==> src/rtl/ghost_mode_scheduler.sv <==
// ghost_mode_scheduler: global ghost-mode sequencer.
// Runs the level's scatter/chase phase schedule from a frame tick. Each power
// pellet overrides the schedule with frightened mode. Outputs a shared 2-bit
// mode, a one-cycle reverse pulse, a flash flag for the renderer and the
// current phase. All timing counts ticks, not clocks.
// Optional feature macro: FRIGHT_FLASH_EN builds the flash counter and drives
// fright_flash. When it is not defined, fright_flash is tied low.
// Interface: there is no valid/ready handshake. tick, start and power_pellet
// are one-cycle pulses and pause is a level. All are sampled on posedge clk,
// and every output is registered. An input sampled at edge N is visible
// after edge N.
module ghost_mode_scheduler #(
   parameter int TW            = 11,
   parameter int SCATTER_LONG  = 420,
   parameter int SCATTER_SHORT = 300,
   parameter int CHASE_LEN     = 1200,
   parameter int FRIGHT_LEN    = 360,
   parameter int FLASH_TICKS   = 120,
   parameter int FLASH_PERIOD  = 14
) (
   input  logic       clk,
   input  logic       rst,
   input  logic       tick,
   input  logic       start,
   input  logic       pause,
   input  logic       power_pellet,
   output logic [1:0] mode,
   output logic       reverse,
   output logic       fright_flash,
   output logic [2:0] phase,
   output logic       active,
   output logic [1:0] state_dbg
);

   typedef enum logic [1:0] {
      S_IDLE   = 2'd0,
      S_SCHED  = 2'd1,
      S_FRIGHT = 2'd2
   } state_t;

   localparam logic [1:0]    MODE_SCATTER = 2'b00;
   localparam logic [1:0]    MODE_CHASE   = 2'b01;
   localparam logic [1:0]    MODE_FRIGHT  = 2'b10;
   localparam logic [TW-1:0] ONE          = TW'(1);

   // Every timing value must fit in a TW-bit timer without wrapping.
   if (SCATTER_LONG < 1 || SCATTER_LONG >= (1 << TW) ||
       SCATTER_SHORT < 1 || SCATTER_SHORT >= (1 << TW) ||
       CHASE_LEN < 1 || CHASE_LEN >= (1 << TW) ||
       FRIGHT_LEN < 1 || FRIGHT_LEN >= (1 << TW) ||
       FLASH_TICKS < 1 || FLASH_TICKS >= (1 << TW) ||
       FLASH_PERIOD < 1 || FLASH_PERIOD >= (1 << TW)) begin : g_bad_params
      $error("ghost_mode_scheduler: timing parameter outside 1..2**TW-1");
   end

   // Phase 7 is the endless chase. It never reloads, so its duration is unused.
   function automatic logic [TW-1:0] phase_dur(input logic [2:0] p);
      case (p)
         3'd0, 3'd2:       phase_dur = TW'(SCATTER_LONG);
         3'd1, 3'd3, 3'd5: phase_dur = TW'(CHASE_LEN);
         3'd4, 3'd6:       phase_dur = TW'(SCATTER_SHORT);
         default:          phase_dur = '0;
      endcase
   endfunction

   function automatic logic [1:0] sched_mode(input logic [2:0] p);
      sched_mode = p[0] ? MODE_CHASE : MODE_SCATTER;
   endfunction

   state_t        state, state_n;
   logic [TW-1:0] ptimer, ptimer_n;
   logic [TW-1:0] ftimer, ftimer_n;
   logic [2:0]    phase_n;
   logic [1:0]    mode_n;
   logic          reverse_n;
   logic          active_n;
   logic          enter_fright;
   logic          step;

   assign step      = tick && !pause;
   assign state_dbg = state;

   // State, phase and timer registers with synchronous reset.
   always_ff @(posedge clk) begin
      if (rst) begin
         state   <= S_IDLE;
         ptimer  <= '0;
         ftimer  <= '0;
         phase   <= 3'd0;
         mode    <= MODE_SCATTER;
         reverse <= 1'b0;
         active  <= 1'b0;
      end else begin
         state   <= state_n;
         ptimer  <= ptimer_n;
         ftimer  <= ftimer_n;
         phase   <= phase_n;
         mode    <= mode_n;
         reverse <= reverse_n;
         active  <= active_n;
      end
   end

   // Next-state logic. A pellet outranks a coincident tick, so the phase timer
   // is frozen on that cycle and any expiry waits until fright ends.
   always_comb begin
      state_n      = state;
      ptimer_n     = ptimer;
      ftimer_n     = ftimer;
      phase_n      = phase;
      mode_n       = mode;
      reverse_n    = 1'b0;
      active_n     = active;
      enter_fright = 1'b0;
      case (state)
         S_IDLE: begin
            if (start) begin
               state_n  = S_SCHED;
               phase_n  = 3'd0;
               ptimer_n = phase_dur(3'd0);
               mode_n   = MODE_SCATTER;
               active_n = 1'b1;
            end
         end
         S_SCHED: begin
            if (power_pellet) begin
               enter_fright = 1'b1;
            end else if (step && phase != 3'd7) begin
               if (ptimer == ONE) begin
                  phase_n   = phase + 3'd1;
                  ptimer_n  = phase_dur(phase + 3'd1);
                  mode_n    = sched_mode(phase + 3'd1);
                  reverse_n = 1'b1;
               end else begin
                  ptimer_n = ptimer - ONE;
               end
            end
         end
         S_FRIGHT: begin
            if (power_pellet) begin
               enter_fright = 1'b1;
            end else if (step) begin
               if (ftimer == ONE) begin
                  state_n  = S_SCHED;
                  ftimer_n = '0;
                  mode_n   = sched_mode(phase);
               end else begin
                  ftimer_n = ftimer - ONE;
               end
            end
         end
         default: state_n = S_IDLE;
      endcase
      if (enter_fright) begin
         state_n   = S_FRIGHT;
         ftimer_n  = TW'(FRIGHT_LEN);
         mode_n    = MODE_FRIGHT;
         reverse_n = 1'b1;
      end
   end

`ifdef FRIGHT_FLASH_EN
   logic          flash_q, flash_n;
   logic [TW-1:0] fcnt, fcnt_n, fcnt_inc, ftimer_dec;
   logic          flash_clear;

   assign flash_clear  = (state != S_FRIGHT) || power_pellet || (step && ftimer == ONE);
   assign fcnt_inc     = fcnt + ONE;
   assign ftimer_dec   = ftimer - ONE;
   assign fright_flash = flash_q;

   // Flash registers. They hold while paused because only ticks advance them.
   always_ff @(posedge clk) begin
      if (rst) begin
         flash_q <= 1'b0;
         fcnt    <= '0;
      end else begin
         flash_q <= flash_n;
         fcnt    <= fcnt_n;
      end
   end

   // Flash turns on with the first tick that takes the fright timer into the
   // flash window. The first fright tick counts when FRIGHT_LEN already lies
   // inside that window. After that it toggles every FLASH_PERIOD ticks.
   always_comb begin
      flash_n = flash_q;
      fcnt_n  = fcnt;
      if (flash_clear) begin
         flash_n = 1'b0;
         fcnt_n  = '0;
      end else if (step && ftimer_dec <= TW'(FLASH_TICKS)) begin
         if (ftimer > TW'(FLASH_TICKS) || ftimer == TW'(FRIGHT_LEN)) begin
            flash_n = 1'b1;
            fcnt_n  = '0;
         end else if (fcnt_inc == TW'(FLASH_PERIOD)) begin
            flash_n = !flash_q;
            fcnt_n  = '0;
         end else begin
            fcnt_n = fcnt_inc;
         end
      end
   end
`else
   assign fright_flash = 1'b0;
`endif

endmodule

==> config.mk <==
export PLATFORM = sky130hd
export DESIGN_NAME = ghost_mode_scheduler
export DESIGN_NICKNAME = d
export VERILOG_FILES = /design/src/rtl/ghost_mode_scheduler.sv
export SDC_FILE = /design/constraint.sdc
export NUM_CORES = 1
export LEC_CHECK = 0
export CORE_MARGIN = 10
export CORE_UTILIZATION = 51
export CTS_CLUSTER_SIZE = 30
export DETAILED_ROUTE_END_ITERATION = 8
export PLACE_DENSITY = 0.75
export REMOVE_ABC_BUFFERS = 1
export SYNTH_ARGS = -nofsm -noshare
export SYNTH_HDL_FRONTEND = slang
export SYNTH_SLANG_ARGS = --single-unit
==> constraint.sdc <==
create_clock -name clk -period 2.1 [get_ports clk]
set_input_delay 0.42 -clock clk [delete_from_list [all_inputs] [get_ports clk]]
set_output_delay 0.42 -clock clk [all_outputs]
set_load 0.01 [all_outputs]
; ---- Word level (Yosys, flattened, before mapping)
; Cells that the tools add are included.
[classes]
bitwise = 2
shift = 0
n_eq_ne = 27
n_addsub = 3
multipliers = 0
reduce_logical = 24
n_mux = 40
magnitude_cmp = 0
div_mod_pow = 0
[op_table]
columns = operator, n
row1 = $mux W11, 5
row2 = $mux W9, 4
row3 = $pmux W11 S3, 1
row4 = $mux W2, 13
row5 = $ne A3 B3 Y1 const B, 8
row6 = $eq A11 B1 Y1 const B, 2
row7 = $pmux W11 S2, 1
row8 = $sub A11 B1 Y11 const B, 2
row9 = $ne A2 B2 Y1 const B, 8
row10 = $reduce_and A8 Y1, 2
row11 = $reduce_and A5 Y1, 3
row12 = $mux W3, 4
row13 = $pmux W2 S3, 2
row14 = $eq A3 B3 Y1 const B, 3
row15 = $mux W1, 9
row16 = $reduce_or A2 Y1, 4
row17 = $eq A3 B2 Y1 const B, 2
row18 = $pmux W3 S2, 1
row19 = $reduce_and A3 Y1, 2
row20 = $reduce_bool A2 Y1, 3
row21 = $reduce_and A4 Y1, 1
row22 = $reduce_bool A4 Y1, 1
row23 = $add A3 B1 Y3 const B, 1
row24 = $eq A3 B1 Y1 const B, 1
row25 = 11 further kinds, 13
[word_totals]
wordCells = 106
rom_bits = 0
out_inout_bits = 10
mem_bits_rw = 0
mem_count = 0
regBits = 31
latchBits = 0

; ---- Depth between registers and ports, before layout
; Gate-level depths: netlist of run 1.
[depth]
depth_word = 8
depth_mapped = 8
ltp_nobuf = 7

; ---- Least setup slack after synthesis of run 1
; OpenSTA, ideal clock, no wires.
[synth_timing]
path_type = register to register
from = register phase[0]
to = register ptimer[9]
path_slack_ns = -0.221
n_path_buf = 0
stages_incl_launch_ff = 8
arrival_ns = 2.250
required_ns = 2.029
period_less_slack_ns = 2.321
cell_sequence = dfxtp_1 > ha_1 > ha_1 > or4b_4 > a211oi_4 > nand2_2 > or4_1 > a21oi_1
[synth_via]
elab_chain_len = 4
[synth_rtl]
columns = item, line_no
row1 = from (decl), 30  ; output logic [2:0] phase,
row2 = from (signal assigned), 97  ; phase <= phase_n;
row3 = $ne A3 B3 Y1, 128  ; end else if (step && phase != 3'd7) begin
row4 = $logic_and A1 B1 Y1, 128
row5 = $ne A2 B2 Y1 (no line), -
row6 = $reduce_and A4 Y1 (no line), -
row7 = to (signal assigned), 95  ; ptimer <= ptimer_n;
row8 = to (decl), 71  ; logic [TW-1:0] ptimer, ptimer_n;
; No other way between the ends.
; A chain may end at the register's enable or synchronous reset.

; ---- Final worst setup path of run 1
[layout_timing]
from = register phase[1]
to = register ptimer[9]
; The elaborated chain is that of the path after synthesis.

==> results of run 1 <==
-- timing repair --
action | 4_1_cts | 5_1_grt
hold endpoints to repair | 0 | 0
pin swaps | 8 | 8
gates resized for setup | 8 | 22
endpoints found under the setup margin | 11 | 14
cloned | 0 | 0
hold buffers | 0 | 0
setup buffers | 1 | 3
-- Yosys cell counts, types with 2 or more instances --
cell	n
nor3_1	11
nor2b_1	2
or3_1	6
dfxtp_1	31
or4_1	3
o41ai_1	4
a22oi_1	3
xnor2_1	5
a21oi_1	21
o21ai_0	12
nand4_1	3
nor4_1	5
inv_1	14
nand2_1	20
clkbuf_1	2
ha_1	15
nor2_1	22
nor4b_1	3
a32oi_1	2
nand3_1	4
a31oi_1	6
-- registers in the layout, summed over array words and instances (netlist names) --
| register | flops |
|---|---|
| phase | 3 |
| mode | 2 |
| ptimer | 11 |
| reverse | 1 |
| ftimer | 11 |
| state_dbg | 2 |
| active | 1 |
-- metrics by stage --
stage / instance area [µm²] / TNS (ns)
after floorplan: 1790 / -0.982
after global placement: 2160 / -3.85
after detailed placement: 2160 / -4.36
after CTS: 2280 / -0.254
after global routing: 2380 / -0.823
final: 2380 / -0.224
-- worst min-delay path by stage --
stage / startpoint / end / slack [ns] / depth (start not counted)
after floorplan: ptimer[8] / ptimer[8] / 0.44 / 2
after global placement: active / active / 0.45 / 2
after detailed placement: mode[0] / mode[0] / 0.45 / 2
after CTS: mode[0] / mode[0] / 0.47 / 2
after global routing: mode[0] / mode[0] / 0.49 / 2
final: mode[0] / mode[0] / 0.47 / 2
-- power groups by stage --
stage / sequential (mW) / clock (mW) / combinational (mW)
final: 0.838 / 0.404 / 1.50
after global placement: 0.839 / 0 / 1.24
after CTS: 0.830 / 0.410 / 1.30
after detailed placement: 0.842 / 0 / 1.24
after global routing: 0.851 / 0.428 / 1.64
after floorplan: 0.824 / 0 / 0.796
-- area by class of cell --
cell class / instances / area share, %
multi-input cells: 173 / 51.4
flip-flops and latches: 31 / 26.2
clock buffers: 8 / 2.89
repair buffers: 41 / 14.9
inverters: 14 / 2.21
well taps: 46 / 2.42
-- worst max-delay path, stage by stage, from the launching register on --
cell and delay [ns]:
dfxtp_2 0.35, ha_4 0.17, ha_4 0.16, or4b_4 0.56, a211oi_4 0.29, nand2_2 0.08, or4_1 0.41, a21oi_1 0.13
-- routing by layer --
| metal | vias up | share of wire (%) | GRT usage, % |
|---|---|---|---|
| li1 | 908 | - | - |
| met1 | 829 | 49 | 19.2 |
| met2 | 38 | 43 | 20.6 |
| met3 | 8 | 6.3 | 5.18 |
| met4 | 0 | 2.1 | 5.99 |
| met5 | - | 0 | 0 |
-- cell families after synthesis --
kind of cell               Yosys count  synth area share, %
and+or+nand+nor                     91                 26.4
muxes                                1                0.549
buffers and inverters               19                 4.60
xor gates and xnor gates             6                 2.88
adders and majority gates           15                 10.3
other                                1                0.206
AOI/OAI and AO/OA                   59                 21.1
DFF                                 31                 34.0
==> metrics.md, run 1 <==
| Metric | Value |
|---|---|
| Post-layout util | 70.2% |
| Fillers | 244 |
| Ys Warns | 0 |
| Mapped Cells | 223 |
| Worst r2r dst | ptimer[9] |
| Worst hold margin | 0.467 ns |
| Post-DRT Antenna Nets | 0 |
| Gpl congestion | 0.863 |
| Slew of the pin with the lowest slew margin | 0.527 ns |
| Total power | 2.74 mW |
| Gr usage total | 14.5% |
| Top cell type's share of synthesized area | 34.0% |
| Flop pwr share | 30.6% |
| Failing checks | setup timing |
| Max Cap Violations | 0 |
| P_int | 1.60 mW |
| RSZ-0062 raised after global routing | true |
| CTS root buf | clkbuf_4 |
| P_leak | 0.905 nW |
| Dpl ws | -0.340 ns |
| Initial DRC count | 153 |
| CP endpoint | ptimer[9] |
| Pwr dens | 1150 nW/µm² |
| Worst reg2reg path depth | 7 |
| Post-Route WL | 4640 µm |
| Area of the multi-input gates | 1220 µm² |
| Clock power share | 14.7% |
| Storage cell area | 623 µm² |
| Post-synth EDFFs | 0 |
| Crit path kind | register to register |
| NetSw | 1.14 mW |
| Largest net degree at the start of global routing | 24 |
| Comb pwr share | 54.7% |
| Post-synthesis average cell area | 8.17 µm² |
| Clock latency at the later pin of the worst-skew pair | 0.34 ns |
| Max Clk Rate | 458 MHz |
| Fraction of registers with async set/reset | 0% |
| # nets final | 287 |
| R2R setup slack | -0.08 ns |
| IO Count | 16 |
| Skew final | 0.0154 ns |
| Status | complete, but fails checks |
| Die area | 6370 µm² |
| Area contributors post-synth | dfxtp_1 34%, ha_1 10%, a21oi_1 5.8% |
| Crit-path max FO | 4 |
| Core area | 3390 µm² |
| Global-route wire length before repair | 7450 µm |
| Pre-antenna DRT Iters | 4 |
| CP Capture Type | register |
| Final Setup Violations | 5 |
| Startpoint type of the worst setup path | register |
| Max VDD drop | 685 µV |
| Routed len/inst | 14.8 µm |
| Seq/Total Area, Yosys | 34.0% |
| CP required | 2.39 ns |
| DR vias | 1783 |
| Clock slew at reported path FFs | 0.11 ns |
| Netlist cell types | 50 |
| Dominant synthesized flop cell | dfxtp_1 |
| Via-to-Cell Ratio | 5.70 |
| Tmin final | 2.18 ns |
| Die width | 79.8 µm |
| Number of instances in the placed design | 301 |
| Post-route DRC | 0 |
| TritonCTS clock tree | done |
| Setup slack after layout | -0.0837 ns |
| CTS max path bufs | 2 |
| Port bufs | 14 |
| Synth area leader | dfxtp_1 |
| Non-filler instance count after layout | 313 |
| Commonest cells after routing, fill and taps aside | 29 x dfxtp_1, 24 x buf_4, 21 x nor2_1 |
| Initial Utilization | 53.8% |
| TritonCTS Buffers | 5 |
| Crit. Startpoint | phase[1] |
| Antenna fix cells | 0 |
| Num rows | 21 |
| FF+latch count, synth | 31 |
| Number of global-route vias before repair | 1629 |
| Final hold violation count | 0 |
| Remaining global-route overflow | 0 |
| Slew Viols, Final | 0 |
| Crit path arrival time | 2.47 ns |
| Slew HR | 64.8% |
| Share of cells above drive strength 1 | 21.7% |
| Die Y | 79.8 µm |
| Final worst-path cycle share | 104% |
| Clock sinks | 31 |
| FF-to-FF Start | phase[1] |
| Cell Area, Synth | 1820 µm² |
| Min-Delay Path Class | register to register |
| Hpwl dp | 3270 µm |
| Initial antenna violation count | 0 |
| Most common cell after layout, fill and taps aside | dfxtp_1 |
| Net Sw Frac | 41.8% |
| H-tree Lvls | 2 |
| P&R area growth vs syn | 30.5% |
Power figures use the tool's default switching activity.
==> run 2: changes to the inputs <==
--- a/config.mk
+++ b/config.mk
@@ -14,3 +14,4 @@
 export SYNTH_ARGS = -nofsm -noshare
 export SYNTH_HDL_FRONTEND = slang
 export SYNTH_SLANG_ARGS = --single-unit
+export TNS_END_PERCENT = 20
==> run 2 against run 1 <==
Against the previous run:
- the flow still finishes with violations (setup timing)
- first-iteration DRC count rose by 45%
- utilization fell by 2.2 points
- sequential cell count did not move
- clock skew rose by 0.00073 ns
- critical path depth did not move
- routed wire length fell by 1.6%
- sequential share of layout area rose by 0.85 points
- register-to-register slack barely moved
- count of clock-buffer cells in the layout did not move
- clock power barely moved
- sequential power barely moved
- via count rose by 0.39%
- critical path type unchanged
- highest routed layer unchanged
==> metrics.md, run 2 (synthesis gave the netlist of run 1 again) <==
| Metric | Value |
|---|---|
| Status | complete, but fails checks |
| Failing checks | setup timing |
| Met3 usage | 5.18% |
| Cell count along the critical path | 7 |
| Gr usage total | 14.5% |
| Num rows | 21 |
| H-tree Lvls | 2 |
| Core area | 3390 µm² |
| Slew HR | 65.4% |
| Gpl congestion | 0.863 |
| CP max stage cell | or4b_4 |
| CTS root buf | clkbuf_4 |
| Share of cells above drive strength 1 | 18.2% |
| GRT met2 Usage | 20.6% |
| Post-route DRC | 0 |
| Top flop regs | ftimer x11, ptimer x11, phase x3 |
| Global-route wire length before repair | 7450 µm |
| Hold Path Depth | 2 |
| Port bufs | 14 |
| Final Setup Violations | 10 |
| Most common cell after layout, fill and taps aside | dfxtp_1 |
| Initial antenna violation count | 0 |
| Antenna fix cells | 0 |
| CTS max path bufs | 2 |
| IO Count | 16 |
| HP Start | mode[0] |
| Hpwl dp | 3270 µm |
| DR vias | 1790 |
| Clock latency at the later pin of the worst-skew pair | 0.35 ns |
| Die Y | 79.8 µm |
| Startpoint type of the worst setup path | register |
| Dpl ws | -0.340 ns |
| Area of the multi-input gates | 1180 µm² |
| Initial Utilization | 53.8% |
| Crit path kind | register to register |
| Crit path cell chain | ha_4 > ha_4 > or4b_4 > a211oi_4 > nand2_2 > or4_1 > a21oi_1 |
| FF-to-FF Start | phase[1] |
| Worst reg2reg path depth | 7 |
| Die width | 79.8 µm |
| Clock slew at reported path FFs | 0.11 ns |
| Commonest cells after routing, fill and taps aside | 29 x dfxtp_1, 23 x buf_4, 21 x nor2_1 |
| Final worst-path cycle share | 104% |
| TNS Setup | -0.370 ns |
| Storage cell area | 623 µm² |
| Setup slack after layout | -0.0742 ns |
| Worst r2r dst | ptimer[9] |
| # nets final | 284 |
| Min-Delay Path Class | register to register |
| Pwr dens | 1130 nW/µm² |
| Number of global-route vias before repair | 1629 |
| CP required | 2.39 ns |
| Met1 Track Usage GR | 19.2% |
| Routed len/inst | 14.7 µm |
| TritonCTS Buffers | 5 |
| CP Capture Type | register |
| Crit-path max FO | 4 |
| Remaining global-route overflow | 0 |
| Skew final | 0.0162 ns |
| TritonCTS clock tree | done |
| CP Buf/Inv Count | 0 |
| Hold Path End | mode[0] |
| Pre-antenna DRT Iters | 4 |
| Clock sinks | 31 |
| Final hold violation count | 0 |
| Crit path arrival time | 2.46 ns |
| Max Cap Violations | 0 |
| Max VDD drop | 607 µV |
| R2R setup slack | -0.07 ns |
| Total power | 2.61 mW |
| Post-DRT Antenna Nets | 0 |
| Cell family with most CP delay | simple AND/OR/NAND/NOR gates |
| Max Clk Rate | 460 MHz |
| Max incr delay on CP | 0.56 ns |
| Largest net degree at the start of global routing | 24 |
| Slew of the pin with the lowest slew margin | 0.511 ns |
| Most used cell, CP | ha_4 |
| Initial DRC count | 222 |
| Worst hold margin | 0.466 ns |
| Via-to-Cell Ratio | 5.77 |
| RSZ-0062 raised after global routing | true |
| Tmin final | 2.17 ns |
| Slew Viols, Final | 0 |
| Post-Route WL | 4560 µm |
| Most Used Layer, Global Route | met2 |
| Die area | 6370 µm² |
| Fillers | 265 |
| P_leak | 0.881 nW |
| P&R area growth vs syn | 26.4% |
run 2: what timing repair did:
action / in CTS / in global routing
endpoints found under the setup margin: 11 / 14
pin swaps: 8 / 1
gates resized for setup: 8 / 6
setup buffers: 1 / 0
hold buffers: 0 / 0
cloned: 0 / 0
run 2: how the worst max path moves through the flow:
stage	startpoint	end	slack, ns
2_1_floorplan	phase[0]	ptimer[9]	-0.22
3_3_place_gp	power_pellet	ptimer[1]	-0.31
3_5_place_dp	power_pellet	ptimer[1]	-0.34
4_1_cts	phase[1]	ptimer[1]	-0.07
5_1_grt	phase[1]	ptimer[4]	-0.17
6_report	phase[1]	ptimer[9]	-0.07
run 2: stage by stage:
step	instances	cell area, µm²	utilization [%]
6_report	310	2300	68.0
4_1_cts	310	2280	67.2
2_1_floorplan	218	1790	-
3_5_place_dp	301	2160	63.8
3_3_place_gp	301	2160	63.8
5_1_grt	310	2300	68.0
run 2: layout make-up:
class,count,share of cell area (%)
Tap cell,46,2.50
Timing Repair Buffer,38,14.1
Sequential cell,31,27.0
Inverter,14,2.28
Multi-Input combinational cell,173,51.1
Clock buffer,8,2.99
run 2: worst register-to-register path: cells and delay by family (launching register included):
family          cells  cell delay (ns)
flops               1             0.35
fa+ha+maj           2             0.33
simple gates        3             1.04
compound gates      2             0.41
run 2: per-layer routing:
layer	vias to the layer above	share of wire, %	routed length, µm
met5	-	0	0
met4	0	2.0	90
met3	8	6.3	287
met2	57	43	1940
met1	826	49	2250
li1	899	-	-
run 2: power breakdown:
group,internal [mW],switching [mW]
clock,0.197,0.211
sequential,0.703,0.136
combinational,0.611,0.752
